==> config.mk <==
export PLATFORM = sky130hd
export DESIGN_NAME = bcd_bin
export DESIGN_NICKNAME = d
export VERILOG_FILES = /design/src/rtl/bcd_bin.sv
export SDC_FILE = /design/constraint.sdc
export NUM_CORES = 1
export LEC_CHECK = 0
export BUFFER_PORTS_ARGS = -buffer_cell sky130_fd_sc_hd__buf_2
export CAP_MARGIN = 20
export CORE_AREA = 2 2 39 41
export CTS_CLUSTER_DIAMETER = 100
export DETAILED_ROUTE_END_ITERATION = 6
export DIE_AREA = 0 0 41 43
export PLACE_DENSITY = 0.66
export SLEW_MARGIN = 20
export SYNTH_ARGS = -nofsm -noshare
export SYNTH_HDL_FRONTEND = slang
export SYNTH_SLANG_ARGS = --single-unit
==> constraint.sdc <==
create_clock -name clk -period 1.3 [get_ports clk]
set_input_delay 0.195 -clock clk [delete_from_list [all_inputs] [get_ports clk]]
set_output_delay 0.195 -clock clk [all_outputs]
set_load 0.03 [all_outputs]
==> src/rtl/bcd_bin.sv <==
// bcd_bin: registered two-digit BCD (0..19) to 4-bit binary converter with error flags
// clk        : clock, rising edge
// rst_n      : asynchronous active-low reset
// in_valid   : b carries a conversion request this cycle
// b          : b[4] tens digit, b[3:0] units digit
// y          : binary result of the last request
// out_valid  : y/err flags were updated by the previous cycle's request
// err_digit  : last request had a units digit above 9
// err_range  : last request was legal BCD but 16..19
// err_sticky : any error registered since reset
module bcd_bin #(
    parameter bit SATURATE = 1'b0
) (
    input  logic       clk,
    input  logic       rst_n,
    input  logic       in_valid,
    input  logic [4:0] b,
    output logic [3:0] y,
    output logic       out_valid,
    output logic       err_digit,
    output logic       err_range,
    output logic       err_sticky
);
    logic [4:0] val;
    logic       bad_digit;
    logic       over;
    logic [3:0] y_next;
    always_comb begin
        val       = {1'b0, b[3:0]} + (b[4] ? 5'd10 : 5'd0);
        bad_digit = b[3:0] > 4'd9;
        over      = !bad_digit && val > 5'd15;
        y_next    = bad_digit ? 4'd0 : over ? (SATURATE ? 4'd15 : 4'd0) : val[3:0];
    end
    always_ff @(posedge clk or negedge rst_n) begin
        if (!rst_n) begin
            y          <= 4'd0;
            out_valid  <= 1'b0;
            err_digit  <= 1'b0;
            err_range  <= 1'b0;
            err_sticky <= 1'b0;
        end else begin
            out_valid <= in_valid;
            if (in_valid) begin
                y          <= y_next;
                err_digit  <= bad_digit;
                err_range  <= over;
                err_sticky <= err_sticky | bad_digit | over;
            end
        end
    end
endmodule

# Yosys cells after proc, flatten, opt, wreduce, memory -nomap -nowiden
# Index checks and enable logic that the tools add are counted.
# W data, S select, Z words.
# totals
input_bits,8
reg_bits,8
word_cells,15
output_inout_bits,8
# classes
order_cmp,2
bitwise,2
n_mux,3
add_sub_neg,1
reduce_logical,2
# op_table
op,n
$mux W4,3
$add A4 B4 Y5,1
$gt A5 B4 Y1 const B,1
$gt A4 B4 Y1 const B,1
$or A1 B1 Y1,2
$logic_and A1 B1 Y1,1
$logic_not A1 Y1,1

# Longest topological paths before layout
# Gate-level depths: netlist (run 1).
# depth
word_depth,6
ltp_mapped,4
ltp_nobuf,4

# Least setup slack after synthesis (run 1)
# No wires, ideal clock.
# synth_path
path_type,input -> register
from,input port b[1]
to,register y[3]
t_required_ps,1180
stages,4
arrival_ps,963
setup_ps,120
setup_slack_ps,217
path_buffers,0
cell_sequence,ha_1 -> ha_1 -> xor2_1 -> a41o_1
# synth_between
elab_chain_len,5
word_cells_on_any_way,7
classes_between,add/sub (1); order compare (2); mux (2); reduce/logical (2)
# synth_lines
element,line,source
from (decl),17,"input logic [4:0] b,"
$add A4 B4 Y5 / $gt A4 B4 Y1 (equally long branches),"29, 30",
$gt A5 B4 Y1 / $logic_not A1 Y1 (equally long branches),31,over = !bad_digit && val > 5'd15;
$logic_and A1 B1 Y1,31,
$mux W4,32,y_next = bad_digit ? 4'd0 : over ? (SATURATE ? 4'd15 : 4'd0) : val[3:0];
$mux W4 *,32,
to (signal assigned),44,y <= y_next;
to (decl),18,"output logic [3:0] y,"
# Mark *: on every way between the ends. The rest lies on a longest branch, timed or not.
# A chain may end at the register's enable or synchronous reset.

# Final worst setup path (run 1)
# layout_path
from,register err_sticky
to,output port err_sticky
# layout_rtl
element,line,source
from (decl),22,output logic err_sticky
from (signal assigned),47,err_sticky <= err_sticky | bad_digit | over;
# No word-level cell between the ends.

==> impl_summary.log, run 1 <==
INFO  metric synth.mux.area_fraction = 3.68%
INFO  metric synth-edff-count = 0
INFO  metric drive_gt1_share = 44.9%
INFO  metric register_area = 200 µm²
INFO  metric initial_antenna_violation_count = 0
INFO  metric finalSetupViolCount = 0
INFO  metric r2r_slack = 0.49 ns
INFO  metric stdcell_count = 65
INFO  metric clock_tree_from_tritoncts = built
INFO  metric critical_path_required = 1.11 ns
INFO  metric cts.sink_count = 8
INFO  metric num_antenna_cells = 0
INFO  metric final_antenna_net_count = 0
INFO  metric cts_root_buf = sky130_fd_sc_hd__clkbuf_4
INFO  metric tns = 0 ns
INFO  metric ir_worst_vdd = 0.000410 V
INFO  metric timing.rr.end = y[2]
INFO  metric async_flop_share = 100%
INFO  metric clock_skew = 0 ns
INFO  metric floorplan.die_area = 0.00176 mm²
INFO  metric synth_compound_area_share = 23.6%
INFO  metric cts_max_level = 1
INFO  metric period_share = 79.0%
INFO  metric synth_top_family_by_area = compound AO/OA/AOI/OAI gates
INFO  metric power_density = 1190 mW/mm²
INFO  metric synth_area_leaders = sky130_fd_sc_hd__dfrtp_1, sky130_fd_sc_hd__a41o_1, sky130_fd_sc_hd__ha_1
INFO  metric path_depth_of_the_worst_reg2reg_path = 2
INFO  metric grt_util_all_layers = 11.1%
INFO  metric path_class = flip-flop to output port
INFO  metric core.rowCount = 14
INFO  metric cts-resized-gates = 0
INFO  metric netlist-cell-type-count = 15
INFO  metric buffer_ports.inserted = 15
INFO  metric via_count = 311
INFO  metric max_stage_delay = 0.40 ns
INFO  metric number_of_setup_buffers_added_after_cts = 0
INFO  metric cts_inserted_buffers = 3
INFO  metric average_detailed_routed_wire_length_per_instance = 11.9 µm
INFO  metric fin_max_slew_vios = 0
INFO  metric fill_cells = 134
INFO  metric yosysSeqAreaShare = 49.1%
INFO  metric dp_cells = 61
INFO  metric min_clock_period_post_route = 1.03 ns
INFO  metric worst-slew-pin-transition = 0.250 ns
INFO  metric initialDrtViolationCount = 2
INFO  metric cts-root-to-sink-buffers = 2
INFO  metric destination_of_the_worst_hold_path = out_valid
INFO  metric multi_input_combinational_cell_area = 193 µm²
INFO  metric routed_wl = 775 µm
INFO  metric worstPathCellList = buf_2
INFO  metric grt_pass1_vias = 310
INFO  metric place_congestion = 0.650
INFO  metric grt_start_max_net_pins = 14
INFO  metric synth-main-ff-cell = sky130_fd_sc_hd__dfrtp_1
INFO  metric endpoint_kind = output port
INFO  metric critPathTopFamily = flip-flops
INFO  metric placeableCoreArea = 0.00138 mm²
INFO  metric vias_per_cell = 4.78
INFO  metric grt_remaining_overflow = 0
INFO  metric yosys_warnings = 0
INFO  metric worst-path-max-fanout = 3
INFO  metric grt_first_pass_wirelength = 1.24 mm
INFO  metric synth.largest_area_cell = sky130_fd_sc_hd__dfrtp_1
INFO  metric clock_transition_at_the_registers_of_the_reported_paths = 0.05 ns
INFO  metric route.detailed.drc = 0
INFO  metric timing.fmax = 974 MHz
INFO  metric maxCapViolations = 0
INFO  metric start_util = 29.5%
INFO  metric die_w = 41 µm
INFO  metric clkLatencyLatePin = 0.25 ns
INFO  metric min_delay_startpoint = in_valid
INFO  metric drt-pass1-iter-count = 4
INFO  metric post_synthesis_simple_gate_area_fraction = 8.59%
INFO  metric critical-path-slowest-cell = sky130_fd_sc_hd__dfrtp_1
INFO  metric yosys.area_share.xor_xnor = 2.15%
INFO  metric cp_num_buf_inv = 1
INFO  metric syn-num-nets = 42
INFO  metric synth.top_cells.by_count = sky130_fd_sc_hd__dfrtp_1, sky130_fd_sc_hd__a41o_1, sky130_fd_sc_hd__nor2b_1
INFO  metric slew-limit-headroom = 83.3%
INFO  metric io_pins = 16
INFO  metric synthMostInstantiatedCell = sky130_fd_sc_hd__dfrtp_1
INFO  metric dieHeight = 43 µm
INFO  metric area.growth.synth_to_final = 29.4%
INFO  metric final_net_count = 62
INFO  metric synth_largest_type_area_fraction = 49.1%
INFO  metric grt_setup_unrepaired = false
INFO  metric worst_ep_arrival_time = 0.83 ns
INFO  metric synth-seq-cells = 8
INFO  metric postSynthCellCount = 31
INFO  metric min_delay_path_depth = 1
INFO  metric timing.hold.ws = 0.188 ns
INFO  metric post_synth_instance_area = 408 µm²
INFO  metric r2r_start = y[2]
INFO  metric post_synth_fa_ha_maj_area_fraction = 9.20%
INFO  metric critPathLaunchType = flip-flop
INFO  metric status = complete, no violations
INFO  metric holdCritPathClass = input pin to flip-flop
INFO  metric final_hold_viol_count = 0
INFO  metric synthesized_area_divided_by_synthesized_cell_count = 13.2 µm²
INFO  metric post-layout-total-power = 0.628 mW
INFO  metric p_leak = 0.294 nW
==> registers in the layout, indices dropped and copies added, names as in the netlist <==
signal	cells
err_digit	1
err_range	1
y	4
err_sticky	1
out_valid	1
==> through the flow <==
stage | area (µm²) | setup slack (ns) | utilization (%)
2_1_floorplan | 408 | 0.217 | -
3_3_place_gp | 495 | 0.0662 | 35.8
3_5_place_dp | 495 | 0.0538 | 35.8
4_1_cts | 528 | 0.259 | 38.2
5_1_grt | 528 | 0.239 | 38.2
6_report | 528 | 0.273 | 38.2
==> worst register-to-register path: stages (launching register included) <==
cell and delay (ns):
sky130_fd_sc_hd__dfrtp_1 0.37, sky130_fd_sc_hd__nor2b_1 0.13, sky130_fd_sc_hd__a41o_1 0.21
==> how the worst max path moves through the flow <==
| stage | startpoint | endpoint | slack [ns] | depth (start not counted) |
|---|---|---|---|---|
| 2_1_floorplan | b[1] | y[3] | 0.22 | 4 |
| 3_3_place_gp | b[1] | y[3] | 0.07 | 5 |
| 3_5_place_dp | b[1] | y[3] | 0.05 | 5 |
| 4_1_cts | err_sticky | err_sticky | 0.26 | 1 |
| 5_1_grt | err_sticky | err_sticky | 0.24 | 1 |
| 6_report | err_sticky | err_sticky | 0.27 | 1 |
==> routing by layer <==
metal | up-vias | share of wire, % | GRT usage, % | wire [µm]
met5 | - | 0 | 0 | 0
met4 | 0 | 1.8 | 8.00 | 14
met3 | 4 | 11 | 4.71 | 84
met2 | 14 | 45 | 15.0 | 346
met1 | 143 | 43 | 13.3 | 331
li1 | 150 | - | - | -
==> cell type report <==
| class | instances | share of cell area (%) |
|---|---|---|
| Sequential cell | 8 | 37.9 |
| Multi-Input combinational cell | 20 | 36.5 |
| Timing Repair Buffer | 16 | 16.1 |
| Clock buffer | 3 | 4.27 |
| Tap cell | 16 | 3.79 |
| Inverter | 2 | 1.42 |
==> logic make-up after synthesis <==
family          Yosys count
mux                       1
compound gates            9
simple gates              6
buf+inv                   3
fa+ha+maj                 3
flops                     8
xor+xnor                  1
==> cell usage in the layout, fill, tap and decap left out <==
cell type                       Yosys  layout
sky130_fd_sc_hd__xor2_1             1       1
sky130_fd_sc_hd__a41o_1             4       4
sky130_fd_sc_hd__nor2_1             1       1
sky130_fd_sc_hd__mux2_4             1       1
sky130_fd_sc_hd__nand2b_1           1       1
sky130_fd_sc_hd__nor2b_1            4       4
sky130_fd_sc_hd__inv_1              2       2
sky130_fd_sc_hd__a31oi_4            1       1
sky130_fd_sc_hd__clkbuf_4           0       3
sky130_fd_sc_hd__dlygate4sd3_1      0       1
sky130_fd_sc_hd__o21a_1             1       1
sky130_fd_sc_hd__ha_1               3       3
sky130_fd_sc_hd__o21ai_2            1       1
sky130_fd_sc_hd__a31oi_1            1       1
sky130_fd_sc_hd__buf_2              0      15
sky130_fd_sc_hd__dfrtp_1            8       8
sky130_fd_sc_hd__o31ai_2            1       1
==> where the power goes <==
| group | leakage, nW | switching, mW | total (mW) | internal, mW |
|---|---|---|---|---|
| Combinational | 0.182 | 0.0994 | 0.160 | 0.0606 |
| Clock | 0.0138 | 0.0822 | 0.188 | 0.105 |
| Sequential | 0.0985 | 0.00933 | 0.281 | 0.271 |
==> timing repair <==
action	CTS	global route
setup endpoints to repair	0	0
hold buffers	1	0
hold endpoints to repair	8	0
(Power assumes the default switching activity.)
==> inputs of run 2 (changes only) <==
==> constraint.sdc (replaced) <==
create_clock -name clk -period 1 [get_ports clk]
set_input_delay 0.15 -clock clk [delete_from_list [all_inputs] [get_ports clk]]
set_output_delay 0.15 -clock clk [all_outputs]
set_load 0.03 [all_outputs]
==> run 2 against run 1 <==
  * Cell count increased by 6.2%
  * Non-clock buffer count grew 4
  * Utilization grew 2.5 points
  * First-iteration DRC count rose to 2.5 times the previous value
  * Design area rose by 6.6%
  * Global-route usage shrank 0.78 points
  * Sequential share of layout area decreased by 2.4 points
  * Largest power group unchanged
==> impl_summary.log, run 2 (same netlist as run 1, synthesis figures left out) <==
INFO  metric r2r_start = y[2]
INFO  metric grt_setup_unrepaired = false
INFO  metric switchingPower = 0.249 mW
INFO  metric floorplan.die_area = 0.00176 mm²
INFO  metric drt-pass1-iter-count = 3
INFO  metric cp_num_buf_inv = 1
INFO  metric placeableCoreArea = 0.00138 mm²
INFO  metric worst-path-max-fanout = 3
INFO  metric buffer_ports.inserted = 15
INFO  metric cts.sink_count = 8
INFO  metric grt_first_pass_wirelength = 1.19 mm
INFO  metric final_hold_viol_count = 0
INFO  metric clock_transition_at_the_registers_of_the_reported_paths = 0.06 ns
INFO  metric place_congestion = 0.701
INFO  metric ir_worst_vdd = 0.000619 V
INFO  metric multi_input_combinational_cell_area = 195 µm²
INFO  metric min_clock_period_post_route = 0.972 ns
INFO  metric power.share.clock = 29.1%
INFO  metric dp_worst_setup_slack = -0.154 ns
INFO  metric initial_antenna_violation_count = 0
INFO  metric post-layout-total-power = 0.829 mW
INFO  metric layout.cells.most_common_list = sky130_fd_sc_hd__buf_2, sky130_fd_sc_hd__dfrtp_1, sky130_fd_sc_hd__buf_4
INFO  metric stdcell_count = 69
INFO  metric io_pins = 16
INFO  metric design_area = 563 µm²
INFO  metric cts_max_level = 1
INFO  metric largest-register = y
INFO  metric period_share = 97.2%
INFO  metric drive_gt1_share = 50.9%
INFO  metric cell_internal_pwr = 0.580 mW
INFO  metric endpoint_kind = output port
INFO  metric p_leak = 0.314 nW
INFO  metric dp_cells = 65
INFO  metric fill_cells = 141
INFO  metric number_of_setup_buffers_added_after_cts = 0
INFO  metric critical-path-slowest-cell = sky130_fd_sc_hd__dfrtp_1
INFO  metric worst_ep_arrival_time = 0.82 ns
INFO  metric clkLatencyLatePin = 0.24 ns
INFO  metric dp_hpwl = 627 µm
INFO  metric maxCapViolations = 0
INFO  metric worst-slew-pin-transition = 0.252 ns
INFO  metric cts_root_buf = sky130_fd_sc_hd__clkbuf_4
INFO  metric dieHeight = 43 µm
INFO  metric holdCritPathClass = input pin to flip-flop
INFO  metric largest_register_ff_count = 4
INFO  metric clock_skew = 0 ns
INFO  metric grt_remaining_overflow = 0
INFO  metric routed_wl = 817 µm
INFO  metric critical_path_required = 0.85 ns
INFO  metric initialDrtViolationCount = 5
INFO  metric fin_max_slew_vios = 0
INFO  metric power_frac_comb = 26.9%
INFO  metric cts_inserted_buffers = 3
INFO  metric min_delay_startpoint = in_valid
INFO  metric final_common_cell = sky130_fd_sc_hd__buf_2
INFO  metric power_density = 1470 mW/mm²
INFO  metric status = complete, no violations
INFO  metric sequentialPowerShare = 44.0%
INFO  metric start_util = 29.5%
INFO  metric route.detailed.drc = 0
INFO  metric max_stage_delay = 0.40 ns
INFO  metric grt_start_max_net_pins = 14
INFO  metric critPathLaunchType = flip-flop
INFO  metric die_w = 41 µm
INFO  metric startpoint = err_sticky
INFO  metric num_antenna_cells = 0
INFO  metric vias_per_cell = 4.70
INFO  metric slew-limit-headroom = 83.2%
INFO  metric swShare = 30.0%
INFO  metric critPathTopFamily = flip-flops
INFO  metric grt_pass1_vias = 289
INFO  metric area.growth.synth_to_final = 38.0%
INFO  metric post-route-worst-setup-slack = 0.0279 ns
INFO  metric register_area = 200 µm²
INFO  metric final_net_count = 66
INFO  metric cts-root-to-sink-buffers = 2
INFO  metric grt_util_all_layers = 10.3%
INFO  metric final_antenna_net_count = 0
INFO  metric via_count = 324
INFO  metric worstPathCellList = buf_4
INFO  metric placedInstanceArea = 528 µm²
INFO  metric core.rowCount = 14
INFO  metric finalSetupViolCount = 0
INFO  metric clock_tree_from_tritoncts = built
INFO  metric path_class = flip-flop to output port
INFO  metric timing.fmax = 1030 MHz
INFO  metric average_detailed_routed_wire_length_per_instance = 11.8 µm
==> run 2: worst reg2reg max path, delay by kind of cell, from the launching register on <==
kind / cells / cell delay [ns]
AO/OA/AOI/OAI: 1 / 0.21
flip-flops: 1 / 0.37
AND/OR/NAND/NOR: 1 / 0.13
==> run 2: area by class of cell <==
cell class	instances	share of cell area, %
Clock buffer	3	4.00
Tap cell	16	3.56
Multi-Input combinational cell	20	34.7
Sequential cell	8	35.6
Timing Repair Buffer	20	20.9
Inverter	2	1.33
==> run 2: metrics by stage <==
stage               setup TNS (ns)  utilization (%)  hold slack [ns]
floorplan                        0                -           -0.146
global placement            -0.664             38.2         0.000609
detailed placement          -0.838             38.2         -0.00210
CTS                              0             40.5            0.153
global route                     0             40.7            0.155
finish                           0             40.7            0.155
==> run 2: path summary, 6_finish.rpt <==
check	endpoint	slack, ns	cells past startpoint
max in group asynchronous	y[0]	0.56	2
setup / recovery	err_sticky	0.03	1
min in group asynchronous	err_range	0.27	2
setup reg to reg	y[2]	0.18	2
hold reg to reg	err_range	0.50	2
hold / removal	out_valid	0.16	1
==> run 2: routing by layer <==
metal  GRT usage [%]  part of all wire [%]  up-vias
met5               0                     0        -
met4            6.00                     0        0
met3            3.14                   7.8        0
met2            14.1                    45       11
met1            13.8                    47      155
li1                -                     -      158
==> run 2: power groups by stage <==
stage	Combinational, mW	Sequential (mW)	Clock, mW
global route	0.241	0.368	0.260
detailed placement	0.221	0.370	0
global placement	0.217	0.371	0
CTS	0.225	0.365	0.246
finish	0.223	0.364	0.241
floorplan	0.0804	0.430	0
==> run 2: timing repair <==
item | 4_1_cts | 5_1_grt
hold endpoints to repair | 8 | 0
gates resized for setup | 0 | 2
endpoints found under the setup margin | 0 | 1
hold buffers | 1 | 0
==> inputs of run 3 (changes only) <==
--- a/config.mk
+++ b/config.mk
@@ -11,6 +11,7 @@
 export CTS_CLUSTER_DIAMETER = 100
 export DETAILED_ROUTE_END_ITERATION = 6
 export DIE_AREA = 0 0 41 43
+export GPL_TIMING_DRIVEN = 0
 export PLACE_DENSITY = 0.66
 export SLEW_MARGIN = 20
 export SYNTH_ARGS = -nofsm -noshare
==> run 3 against run 2 <==
  * Flip-flop and latch count stayed put
  * Design area decreased by 3.3%
  * First-iteration DRC count shrank 60%
  * Die area unchanged
  * Clock skew did not move
  * Non-clock buffer count is 3 lower
  * Utilization down 1.4 points
  * Setup slack better by 0.016 ns
  * Total power decreased by 0.30%
  * Cell count down 4.3%
  * Wire length fell by 7.2%
  * Critical path depth stayed put
==> impl_summary.log, run 3 (same netlist as run 1, synthesis figures left out) <==
INFO  metric critical_path_required = 0.85 ns
INFO  metric dp_hpwl = 591 µm
INFO  metric power_frac_comb = 25.8%
INFO  metric cts-root-to-sink-buffers = 2
INFO  metric placedInstanceArea = 505 µm²
INFO  metric grt_pass1_vias = 293
INFO  metric maxCapViolations = 0
INFO  metric tns = 0 ns
INFO  metric io_pins = 16
INFO  metric cts.sink_count = 8
INFO  metric fill_cells = 143
INFO  metric timing.fmax = 1050 MHz
INFO  metric r2r_start = y[1]
INFO  metric cp_num_buf_inv = 1
INFO  metric holdCritPathClass = input pin to flip-flop
INFO  metric max_stage_delay = 0.38 ns
INFO  metric critPathTopFamily = flip-flops
INFO  metric place_congestion = 0.677
INFO  metric timing.rr.end = y[1]
INFO  metric path_class = flip-flop to output port
INFO  metric vias_per_cell = 4.70
INFO  metric final_net_count = 63
INFO  metric critical-path-slowest-cell = sky130_fd_sc_hd__dfrtp_1
INFO  metric final_antenna_net_count = 0
INFO  metric route.detailed.drc = 0
INFO  metric swShare = 30.5%
INFO  metric routed_wl = 758 µm
INFO  metric area.growth.synth_to_final = 33.4%
INFO  metric grt_start_max_net_pins = 11
INFO  metric min_delay_startpoint = in_valid
INFO  metric cell_internal_pwr = 0.574 mW
INFO  metric worst_ep_arrival_time = 0.81 ns
INFO  metric utilization = 39.3%
INFO  metric grt_remaining_overflow = 0
INFO  metric start_util = 29.5%
INFO  metric min_clock_period_post_route = 0.956 ns
INFO  metric dp_cells = 62
INFO  metric switchingPower = 0.252 mW
INFO  metric p_leak = 0.301 nW
INFO  metric critPathLaunchType = flip-flop
INFO  metric fin_max_slew_vios = 0
INFO  metric slew-limit-headroom = 83.5%
INFO  metric sequentialPowerShare = 44.2%
INFO  metric endpoint_kind = output port
INFO  metric clock_skew = 0 ns
INFO  metric initialDrtViolationCount = 2
INFO  metric clock_tree_from_tritoncts = built
INFO  metric timing.hold.ws = 0.0508 ns
INFO  metric grt_util_all_layers = 10.0%
INFO  metric min_delay_path_depth = 1
INFO  metric clkLatencyLatePin = 0.24 ns
INFO  metric buffer_ports.inserted = 15
INFO  metric drive_gt1_share = 48.0%
INFO  metric largest_register_ff_count = 4
INFO  metric power.share.clock = 30.0%
INFO  metric design_area = 544 µm²
INFO  metric destination_of_the_worst_hold_path = out_valid
INFO  metric cts_root_buf = sky130_fd_sc_hd__clkbuf_4
INFO  metric average_detailed_routed_wire_length_per_instance = 11.5 µm
INFO  metric finalSetupViolCount = 0
INFO  metric status = complete, no violations
INFO  metric worst-slew-pin-transition = 0.248 ns
INFO  metric ir_worst_vdd = 0.000644 V
INFO  metric final_common_cell = sky130_fd_sc_hd__buf_2
INFO  metric largest-register = y
INFO  metric grt_setup_unrepaired = false
INFO  metric dp_worst_setup_slack = -0.162 ns
INFO  metric num_antenna_cells = 0
INFO  metric worst-path-max-fanout = 2
INFO  metric core.rowCount = 14
INFO  metric grt_first_pass_wirelength = 1.16 mm
INFO  metric die_w = 41 µm
INFO  metric worstPathCellList = buf_2
INFO  metric r2r_slack = 0.20 ns
INFO  metric dieHeight = 43 µm
INFO  metric post-route-worst-setup-slack = 0.0437 ns
INFO  metric cts_inserted_buffers = 3
INFO  metric initial_antenna_violation_count = 0
INFO  metric period_share = 95.6%
INFO  metric cts_max_level = 1
INFO  metric floorplan.die_area = 0.00176 mm²
INFO  metric clock_transition_at_the_registers_of_the_reported_paths = 0.06 ns
INFO  metric via_count = 310
INFO  metric layout.cells.most_common_list = sky130_fd_sc_hd__buf_2, sky130_fd_sc_hd__dfrtp_1, sky130_fd_sc_hd__nor2b_1, sky130_fd_sc_hd__a41o_1, sky130_fd_sc_hd__clkbuf_4
INFO  metric final_hold_viol_count = 0
INFO  metric stdcell_count = 66
INFO  metric power_density = 1520 mW/mm²
INFO  metric path_depth_of_the_worst_reg2reg_path = 2
INFO  metric post-layout-total-power = 0.826 mW
INFO  metric placeableCoreArea = 0.00138 mm²
INFO  metric drt-pass1-iter-count = 2
==> run 3: cell types whose count changed in the layout (fill, tap and decap cells not counted) <==
cell / delta
sky130_fd_sc_hd__buf_6: +1
sky130_fd_sc_hd__buf_4: -4
==> run 3: final cells by class <==
cell class / count / area [µm²] / share of cell area (%)
inverter: 2 / 7.51 / 1.38
buffer: 1 / 7.51 / 1.38
sequential: 8 / 200 / 36.8
multi-input combinational: 20 / 195 / 35.9
timing repair buffer: 16 / 91.3 / 16.8
tap: 16 / 20.0 / 3.68
clock buffer: 3 / 22.5 / 4.14
==> run 3: routing by layer <==
layer | part of all wire (%) | GRT usage, % | vias up
met3 | 8.2 | 3.14 | 2
met5 | 0 | 0 | -
met1 | 49 | 12.5 | 144
li1 | - | - | 153
met2 | 42 | 14.4 | 11
met4 | 0.79 | 6.00 | 0
==> run 3: how the worst max path moves through the flow <==
stage          slack [ns]  cells past startpoint         end        from
2_1_floorplan       0.007                      4        y[3]        b[1]
3_3_place_gp        -0.15                      4        y[2]        b[3]
3_5_place_dp        -0.16                      4        y[0]        b[3]
4_1_cts              0.01                      1  err_sticky  err_sticky
5_1_grt             0.002                      1   err_range   err_range
6_report             0.04                      1   err_range   err_range
==> run 3: repair_timing <==
action,in CTS,in global routing
gates resized for setup,0,3
buffers inserted,0,0
endpoints found under the hold margin,8,0
hold buffers,1,0
endpoints found under the setup margin,0,1
==> run 3: power by group through the flow <==
| stage | clock, mW | sequential, mW | combinational [mW] |
|---|---|---|---|
| final | 0.248 | 0.365 | 0.213 |
| after global routing | 0.277 | 0.370 | 0.231 |
| after CTS | 0.259 | 0.366 | 0.214 |
| after detailed placement | 0 | 0.371 | 0.211 |
| after global placement | 0 | 0.371 | 0.208 |
| after floorplan | 0 | 0.430 | 0.0804 |
